[src/rtl/fetch_thread_sched.sv]
// fetch_thread_sched
//
// Multithreaded instruction-fetch stage. Keeps one program counter per
// hardware thread, picks one enabled thread per cycle in round-robin order,
// and reads a synchronous instruction memory. The returned instruction is
// presented one cycle later together with the PC and thread it belongs to.
// Redirects from later stages overwrite a thread's PC and squash that
// thread's fetch if it is currently sitting in stage 2.
//
// Ports:
//   clk             - clock, all state updates on the rising edge
//   reset           - synchronous, active-high
//   en              - stage enable; low stalls issue and holds the outputs
//   thread_en       - per-thread fetch enable mask
//   redirect_valid  - PC redirect request
//   redirect_thread - thread being redirected
//   redirect_pc     - new PC for that thread
//   imem_addr       - instruction memory address (combinational)
//   imem_rd_en      - instruction memory read enable (combinational)
//   imem_data       - instruction memory read data, valid one cycle after a read
//   inst_out        - fetched instruction
//   pc_out          - PC of inst_out
//   thread_id_out   - thread of inst_out
//   valid_out       - inst_out/pc_out/thread_id_out describe a live fetch

module fetch_thread_sched #(
  parameter int INST_ADDR_WIDTH = 9,
  parameter int THREAD_BITS     = 2
) (
  input  logic                       clk,
  input  logic                       reset,
  input  logic                       en,
  input  logic [(1<<THREAD_BITS)-1:0] thread_en,
  input  logic                       redirect_valid,
  input  logic [THREAD_BITS-1:0]     redirect_thread,
  input  logic [INST_ADDR_WIDTH-1:0] redirect_pc,
  output logic [INST_ADDR_WIDTH-1:0] imem_addr,
  output logic                       imem_rd_en,
  input  logic [31:0]                imem_data,
  output logic [31:0]                inst_out,
  output logic [INST_ADDR_WIDTH-1:0] pc_out,
  output logic [THREAD_BITS-1:0]     thread_id_out,
  output logic                       valid_out
);

  localparam int NUM_THREADS = 1 << THREAD_BITS;

  logic [INST_ADDR_WIDTH-1:0] pc [NUM_THREADS];
  logic [THREAD_BITS-1:0]     rr_last;
  logic [INST_ADDR_WIDTH-1:0] s2_pc;
  logic [THREAD_BITS-1:0]     s2_thread;
  logic                       s2_valid;

  logic [NUM_THREADS-1:0]     eligible;
  logic [THREAD_BITS-1:0]     sel;
  logic [THREAD_BITS-1:0]     cand;
  logic                       found;
  logic                       issue;

  // A thread being redirected this cycle is taken out of the running so its
  // stale PC is never fetched and the redirect never races an increment.
  always_comb begin
    eligible = thread_en;
    if (redirect_valid) begin
      eligible[redirect_thread] = 1'b0;
    end
  end

  // Round-robin pick: scan rr_last+1, rr_last+2, ... and take the first
  // eligible thread. The final step of the scan lands back on rr_last, so a
  // single eligible thread can issue every cycle.
  always_comb begin
    sel   = '0;
    cand  = '0;
    found = 1'b0;
    for (int i = 1; i <= NUM_THREADS; i++) begin
      cand = rr_last + THREAD_BITS'(i);
      if (!found && eligible[cand]) begin
        sel   = cand;
        found = 1'b1;
      end
    end
  end

  assign issue = en & found;

  // Memory request. When nothing issues the address parks on the last
  // issued thread's PC; it is harmless because the read enable is low.
  always_comb begin
    imem_rd_en = issue;
    imem_addr  = issue ? pc[sel] : pc[rr_last];
  end

  // PC file, round-robin pointer and stage-2 bookkeeping. An issue always
  // refreshes stage 2; with en high and nothing to issue stage 2 goes idle;
  // while stalled everything holds except that a redirect of the thread in
  // stage 2 kills that fetch. The redirect PC write is independent of en.
  always_ff @(posedge clk) begin
    if (reset) begin
      for (int t = 0; t < NUM_THREADS; t++) begin
        pc[t] <= INST_ADDR_WIDTH'(t << (INST_ADDR_WIDTH - THREAD_BITS));
      end
      rr_last   <= THREAD_BITS'(NUM_THREADS - 1);
      s2_pc     <= '0;
      s2_thread <= '0;
      s2_valid  <= 1'b0;
    end else begin
      if (issue) begin
        pc[sel]   <= pc[sel] + 1'b1;
        rr_last   <= sel;
        s2_pc     <= pc[sel];
        s2_thread <= sel;
        s2_valid  <= 1'b1;
      end else if (en) begin
        s2_valid <= 1'b0;
      end else if (redirect_valid && s2_valid && (s2_thread == redirect_thread)) begin
        s2_valid <= 1'b0;
      end

      if (redirect_valid) begin
        pc[redirect_thread] <= redirect_pc;
      end
    end
  end

  // Stage-2 outputs; the instruction comes straight from the memory, which
  // holds its data whenever no read is issued.
  always_comb begin
    inst_out      = imem_data;
    pc_out        = s2_pc;
    thread_id_out = s2_thread;
    valid_out     = s2_valid;
  end

endmodule

[config.mk]
export PLATFORM = sky130hd
export DESIGN_NAME = fetch_thread_sched
export DESIGN_NICKNAME = d
export VERILOG_FILES = /design/src/rtl/fetch_thread_sched.sv
export SDC_FILE = /design/constraint.sdc
export NUM_CORES = 1
export LEC_CHECK = 0
export CAP_MARGIN = 20
export CORE_MARGIN = 2
export CORE_UTILIZATION = 44
export CTS_CLUSTER_DIAMETER = 80
export DETAILED_ROUTE_END_ITERATION = 8
export PLACE_DENSITY = 0.86
export SLEW_MARGIN = 15
export SYNTH_ARGS = -nofsm -noshare
export SYNTH_HDL_FRONTEND = slang
export SYNTH_SLANG_ARGS = --single-unit
[constraint.sdc]
create_clock -name clk -period 3.25 [get_ports clk]
set_clock_uncertainty 0.2 [all_clocks]
set_input_delay 0.325 -clock clk [delete_from_list [all_inputs] [get_ports clk]]
set_output_delay 0.325 -clock clk [all_outputs]
set_load 0.02 [all_outputs]
# Word level (Yosys, flattened, before mapping)
# Memories as Yosys holds them, arrays and structs flattened. A register that Yosys moved wholly into a read port is not among the register bits.
# Index checks and enable logic that the tools add are counted.
# word_totals
output_inout_bits	54
elab_cells	70
n_memories	1
regBits	14
mem_bits_rw	36
# op_classes
eq_ne	1
add_sub_neg	4
n_bitwise	3
n_mux	39
reduce_logical	12
magnitude_cmp	6
# memory_table
memory	words	width	read_ports	rd_ports_with_merged_regs	wr	line	text
pc	4	9	2	1	4	48	logic [INST_ADDR_WIDTH-1:0] pc [NUM_THREADS];
# op_table
operator	n
$mux 9	3
$mux 1	22
$reduce_or 9->1	2
$mux 2	8
$lt 2x3->1 const B	5
$add 9x1->9 const B	1
$bmux 1 s2	4
$logic_and 1x1->1	6
$add 2x2->2 const B	2
$and 4x4->4	1
$mux 4	1
$not 4->4	1
$logic_not 1->1	3
$reduce_bool 3->1	1
$add 2x1->2 const B	1
$demux 1 s2	1
$eq 2x2->1	1
$ge 2x1->1 const B	1
$and 1x1->1	1

# Depth between registers and ports, before layout
# Gate-level depths: netlist (run 1).
# logic_depth
depth_word	25
depth_mapped	13

# Worst setup path after synthesis (run 1)
# No wires, ideal clock.
# synth_path
path_type	in2reg
startpoint	input port redirect_thread[1]
endpoint	memory pc[3][8], data pin
stages	13
arrival_ps	2753
n_path_buf	2
path_slack_ps	42
cell_sequence	buf_6 -> or3b_1 -> nand2_1 -> o211ai_1 -> nand3_2 -> buf_6 -> mux4_2 -> ha_1 -> inv_1 -> a221oi_2 -> nand3_2 -> or3_1 -> o211a_1
# synth_rtl
element	line	text
from (decl)	35	input logic [THREAD_BITS-1:0] redirect_thread,
to (decl)	48	

==> results of run 1 <==
==> per-layer routing <==
metal / track usage / up-vias / wire length, um
li1: - / 1493 / -
met1: 0.310 / 1569 / 3920
met2: 0.430 / 234 / 5260
met3: 0.0495 / 49 / 1160
met4: 0.0918 / 0 / 408
met5: 0 / - / 0
==> power by group <==
group	switching, mW	internal, mW	total [mW]
clock	0.222	0.277	0.500
combinational	0.373	0.335	0.708
sequential	0.0446	0.774	0.818
total	0.640	1.39	2.03
==> critical path, delay by kind of cell (launching register included) <==
kind | cells | cell delay (ns)
flip-flops | 1 | 0.37
AND/OR/NAND/NOR | 4 | 0.87
adder cells (fa/ha/maj) | 1 | 0.17
multiplexers | 1 | 0.38
buffers and inverters | 2 | 0.19
AO/OA/AOI/OAI | 4 | 0.79
==> synth_stat cells, types with 2 or more instances <==
library cell  number  area (um^2)
nand2b_1           3         18.8
nor3_1             7         35.0
a21oi_1           15         75.1
clkbuf_1          12         45.0
a22oi_1            3         22.5
mux2_2             4         45.0
xnor2_1            3         26.3
nand3b_1           5         37.5
nand3_2            4         40.0
mux4_2            15          338
o21ai_0           13         65.1
edfxtp_1          36         1080
buf_1              2         7.51
buf_6              6         67.6
nand2_1           64          240
inv_1              5         18.8
a211o_1            2         17.5
a31oi_1            3         18.8
nor4_1             3         18.8
buf_4             32          240
o211ai_1           8         60.1
a32oi_1            4         35.0
mux2i_1            6         60.1
a22o_1             3         26.3
nor2b_1            2         12.5
or4_1              7         52.6
nand3_1           13         65.1
xor2_1             3         26.3
or3_1              8         50.1
o311ai_0           3         26.3
dfxtp_1           16          320
nor2_1            18         67.6
o211a_1            3         30.0
and3_1             4         25.0
o31ai_1            3         22.5
o22a_1             2         17.5
==> stage by stage <==
stage	setup TNS (ns)	instance area (um^2)	total power [mW]	cells
after detailed placement	-23.29	4360	1.52	533
after global routing	-0.147	4530	2.10	547
final	0	4530	2.03	547
after floorplan	0	3620	1.26	366
after CTS	-0.0639	4500	2.01	545
after global placement	-17.72	4360	1.49	533
==> final cells by class <==
cell class,count,area share
Sequential cell,52,0.310
Timing Repair Buffer,121,0.217
Multi-Input combinational cell,256,0.411
Clock inverter,1,0.00663
Clock buffer,7,0.0216
Inverter,5,0.00414
Tap cell,105,0.0290
==> sequential cells by signal, indices dropped and copies added (netlist names), named ones only <==
| signal | cells |
|---|---|
| pc_out | 9 |
| rr_last | 2 |
| valid_out | 1 |
| thread_id_out | 2 |
| pc | 36 |
==> path summary, 6_finish.rpt <==
| path | from | endpoint | cells past startpoint |
|---|---|---|---|
| min | pc_out[7]$_SDFFE_PP0P_ | pc_out[7]$_SDFFE_PP0P_ | 2 |
| max | rr_last[1]$_SDFFE_PP1P_ | pc[0][8]$_DFFE_PP_ | 12 |
| min reg2reg | pc_out[7]$_SDFFE_PP0P_ | pc_out[7]$_SDFFE_PP0P_ | 2 |
| max reg2reg | rr_last[1]$_SDFFE_PP1P_ | pc[0][8]$_DFFE_PP_ | 12 |
==> cells by family (layout without fill, tap and decap cells) <==
kind of cell	after synthesis	after routing	share of synthesized area
fa+ha+maj	1	1	0.00345
xor+xnor	6	6	0.0145
compound gates	74	74	0.152
simple gates	149	149	0.211
flops	52	52	0.387
buf+inv	58	134	0.106
mux	26	26	0.126
==> timing repair <==
| item | CTS | global route |
|---|---|---|
| setup endpoints to repair | 37 | 37 |
| buffers inserted | 4 | 2 |
| resized for setup | 32 | 16 |
| gates cloned | 0 | 0 |
| hold endpoints to repair | 0 | 0 |
| pin swaps | 1 | 4 |
==> impl_metrics.toml, run 1 <==
[synth]
ys_ff_latch = 52
yosysUniqueCellTypes = 62
ys_async_sr_fraction = 0
synth_edf_count = 36
synth_flop_cell = "edfxtp_1"
syn_inst = 366
avgSynthCellArea_um2 = 9.90
seq_area_frac_synth = 0.387
synth_fp_nets = 418
netlist_area_um2 = 3620
ys.warnings.count = 0

[global_route]
grt_max_degree = 20
grt_pass1_vias = 3366
overflow = 0
antenna_found_initial = 0
grt_usage = 0.250
grt_pass1_wl_um = 17000

[layout]
n_antenna_cell = 0
fin_util = 0.560
multi_input_area_um2 = 1860
fillers = 692
layout_commonest_cell = "buf_4"
area_growth_pct = 25.0
drive_gt1_frac = 0.308
seq_area_um2 = 1400
mostFrequentLayoutCells = "buf_4, nand2_1, edfxtp_1, clkdlybuf4s50_1, nor2_1"
final_nets = 493

[flow_run]
maxCapViolations = 0

[detailed_routing]
dr.first_iter.drc_count = 383
drc = 0
drt_pass1_iterations = 6
wl_per_cell_um = 19.7
num_vias = 3345
via_per_inst = 6.12
drt-total-wl_um = 10800
drtAntennaViolNets = 0

[timing]
period_minus_slack_ns = 3.14
holdWs_ns = 0.262
final_max_slew_viol_count = 0
hold_violations = 0
timing.final.crit_share = 0.965
setup_viol = 0
fmax_mhz = 319
fin_ws_ns = 0.115
worst_pin_slew_ns = 1.00
max_slew_margin = 0.328

[cts]
cts_root_buf = "clkbuf_8"
cts.sinks = 52
cts_tree = "yes"
clockBufferDepth = 2
cts.reportedPaths.clkPinSlew_ns = 0.10
clk_latency_ns = 0.31
htreeDepth = 2
ctsHoldBuffers = 0
numCtsBuffers = 5

[floorplanning]
start_util = 0.448
ios = 105
die_area_um2 = 8970
dieHeight_um = 94.7
die_x_um = 94.7
rows = 33
core_um2 = 8090

[power_and_ir_drop]
power_density_nw_per_um2 = 447
irDropWorstVdd_mv = 0.201
power_leakage_nw = 1.82

[run_status]
outcome = "finished, final reports clean"

[hold_path]
min_path_type = "reg2reg"

[critical_path]
crit_path_max_fanout = 6
cp.required_ns = 3.21
critPathCaptureType = "flip-flop"
slowest_delay_ns = 0.38
slowest_stage = "mux4_2"
cp.arrival_ns = 3.10
crit_chain = "nor2b_4, a21boi_1, o211ai_1, nand3_2, mux4_2, ha_1, inv_1, a221oi_2, nand3_2, or3_4, buf_4, o211ai_1"
critPathKind = "reg2reg"
start_kind = "flip-flop"
rrSetupSlack_ns = 0.11

[placement]
portBuffers = 40
dp_slack_ns = -0.560
dp_hpwl_um = 8020
place.gp.congestion = 0.937
Note: power is estimated with default switching activity, not from simulation.
==> run 2: changes to the inputs <==
- CORE_MARGIN: 2 -> 8
==> run 2 against run 1 <==
  * Flip-flop and latch count did not move
  * Wire length increased by 5.6%
  * Final cell count is 0.18% higher
  * Non-clock buffer count grew 1
  * Sequential share of layout area is essentially flat
  * Cell area is 0.22% higher
  * Clock power decreased by 26%
  * Clock-buffer cell count down 1
  * Global-route usage shrank 5.7 points
  * Via count increased by 4.2%
==> impl_metrics.toml, run 2 (synthesis gave the netlist of run 1 again) <==
[run_status]
outcome = "finished, final reports clean"

[cts]
cts.sinks = 52
htreeDepth = 2
cts_root_buf = "clkbuf_8"
clk_latency_ns = 0.31
cts_tree = "yes"
clockBufferDepth = 2
numCtsBuffers = 5
cts.reportedPaths.clkPinSlew_ns = 0.10

[detailed_routing]
wl_per_cell_um = 20.7
num_vias = 3485
drtAntennaViolNets = 0
drt-total-wl_um = 11400
drt_pass1_iterations = 7
dr.first_iter.drc_count = 405
drc = 0
via_per_inst = 6.36

[layout]
drive_gt1_frac = 0.316
fillers = 662
n_antenna_cell = 0
post_layout_nonfiller_instances = 548
mostFrequentLayoutCells = "buf_4, nand2_1, edfxtp_1, clkdlybuf4s50_1, nor2_1"
final_nets = 494
layout_commonest_cell = "buf_4"
fin_util = 0.561
largest_reg_flops = 36
postLayoutCellArea_um2 = 4540
area_growth_pct = 25.3
top_register = "pc"

[floorplanning]
die_x_um = 107
start_util = 0.448
ios = 105
core_um2 = 8090
die_area_um2 = 11400
rows = 33
dieHeight_um = 107

[power_and_ir_drop]
p_clk_frac = 0.192
p_comb_frac = 0.385
seq_power_share = 0.423
power_density_nw_per_um2 = 425
irDropWorstVdd_mv = 0.209
p_int_mw = 1.27
power.switching_uw = 660
power_leakage_nw = 1.81
p_total_mw = 1.93
swShare = 0.342

[flow_run]
maxCapViolations = 0

[timing]
final_max_slew_viol_count = 0
hold_violations = 0
fin_ws_ns = 0.102
timing.final.crit_share = 0.969
setup_viol = 0
max_slew_margin = 0.395
fin_setup_tns_ns = 0
period_minus_slack_ns = 3.15
worst_pin_slew_ns = 0.901
fmax_mhz = 318
holdWs_ns = 0.260

[hold_path]
hp-start = "pc_out[2]$_SDFFE_PP0P_"
min_path_type = "reg2reg"
hold_depth = 2
holdPathEnd = "pc_out[2]$_SDFFE_PP0P_"

[global_route]
antenna_found_initial = 0
grt_pass1_vias = 3457
grt_usage = 0.193
grt_pass1_wl_um = 17500
overflow = 0
grt_max_degree = 18

[placement]
place.gp.congestion = 0.908
dp_hpwl_um = 8330
dp_slack_ns = -0.523
place_inst = 534
portBuffers = 40
post_dp_cell_area_um2 = 4360

[critical_path]
critPathCaptureType = "flip-flop"
rrSetupSlack_ns = 0.10
crit_path_max_fanout = 6
rr_worst_depth = 11
rr_startpoint = "rr_last[1]$_SDFFE_PP1P_"
r2r-end = "pc[3][8]$_DFFE_PP_"
cp.required_ns = 3.13
cp.arrival_ns = 3.02
critPathKind = "reg2reg"
start_kind = "flip-flop"
## run 2: cell count changes in the layout (fill, tap and decap cells not counted), moves of 2 or more
cell,previous run,this run
buf_2,6,4
dlygate4sd2_1,3,5
nand3_2,4,2
nand3_4,0,2
## run 2: power groups by stage
stage	Clock (mW)	Combinational (mW)	Sequential, mW
CTS	0.370	0.710	0.815
global route	0.392	0.786	0.821
finish	0.371	0.743	0.816
global placement	0	0.679	0.822
detailed placement	0	0.705	0.830
floorplan	0	0.436	0.825
## run 2: layout make-up
type	count	area (um^2)	area share
clock buffers	6	72.6	0.0160
inverters	5	18.8	0.00414
flip-flops and latches	52	1410	0.310
multi-input cells	256	1910	0.421
well taps	105	131	0.0289
repair buffers	122	990	0.218
clock inverters	2	11.3	0.00248
## run 2: metal layers
layer	vias up	track usage	part of all wire
met2	287	0.322	0.49
li1	1502	-	-
met3	56	0.0354	0.11
met4	0	0.0965	0.034
met5	-	0	0
met1	1640	0.234	0.37
## run 2: worst max-delay path, cell delays in order, from the launching register on
cell and delay [ns]:
dfxtp_4 0.37, nor2b_4 0.14, a21boi_2 0.08, o211ai_1 0.33
nand3_4 0.15, mux4_2 0.41, ha_4 0.15, inv_2 0.04
a221oi_4 0.22, nand3_2 0.20, or3_4 0.43, o211a_1 0.21
## run 2: repair_timing
action                                  CTS  global route
gates resized for setup                  36            19
hold buffers                              0             0
buffers inserted                          5             1
pin swaps                                 5             9
endpoints found under the setup margin   37            14
## run 2: how the worst max path moves through the flow
stage	from	endpoint	slack, ns	depth (start not counted)
2_1_floorplan	redirect_thread[1]	pc[3][8]$_DFFE_PP_	0.04	13
3_3_place_gp	redirect_thread[1]	imem_addr[0]	-0.42	10
3_5_place_dp	redirect_thread[1]	imem_addr[5]	-0.52	10
4_1_cts	thread_en[1]	imem_addr[5]	0.04	10
5_1_grt	rr_last[1]$_SDFFE_PP1P_	pc[1][8]$_DFFE_PP_	-0.02	12
6_report	rr_last[1]$_SDFFE_PP1P_	pc[3][8]$_DFFE_PP_	0.10	11
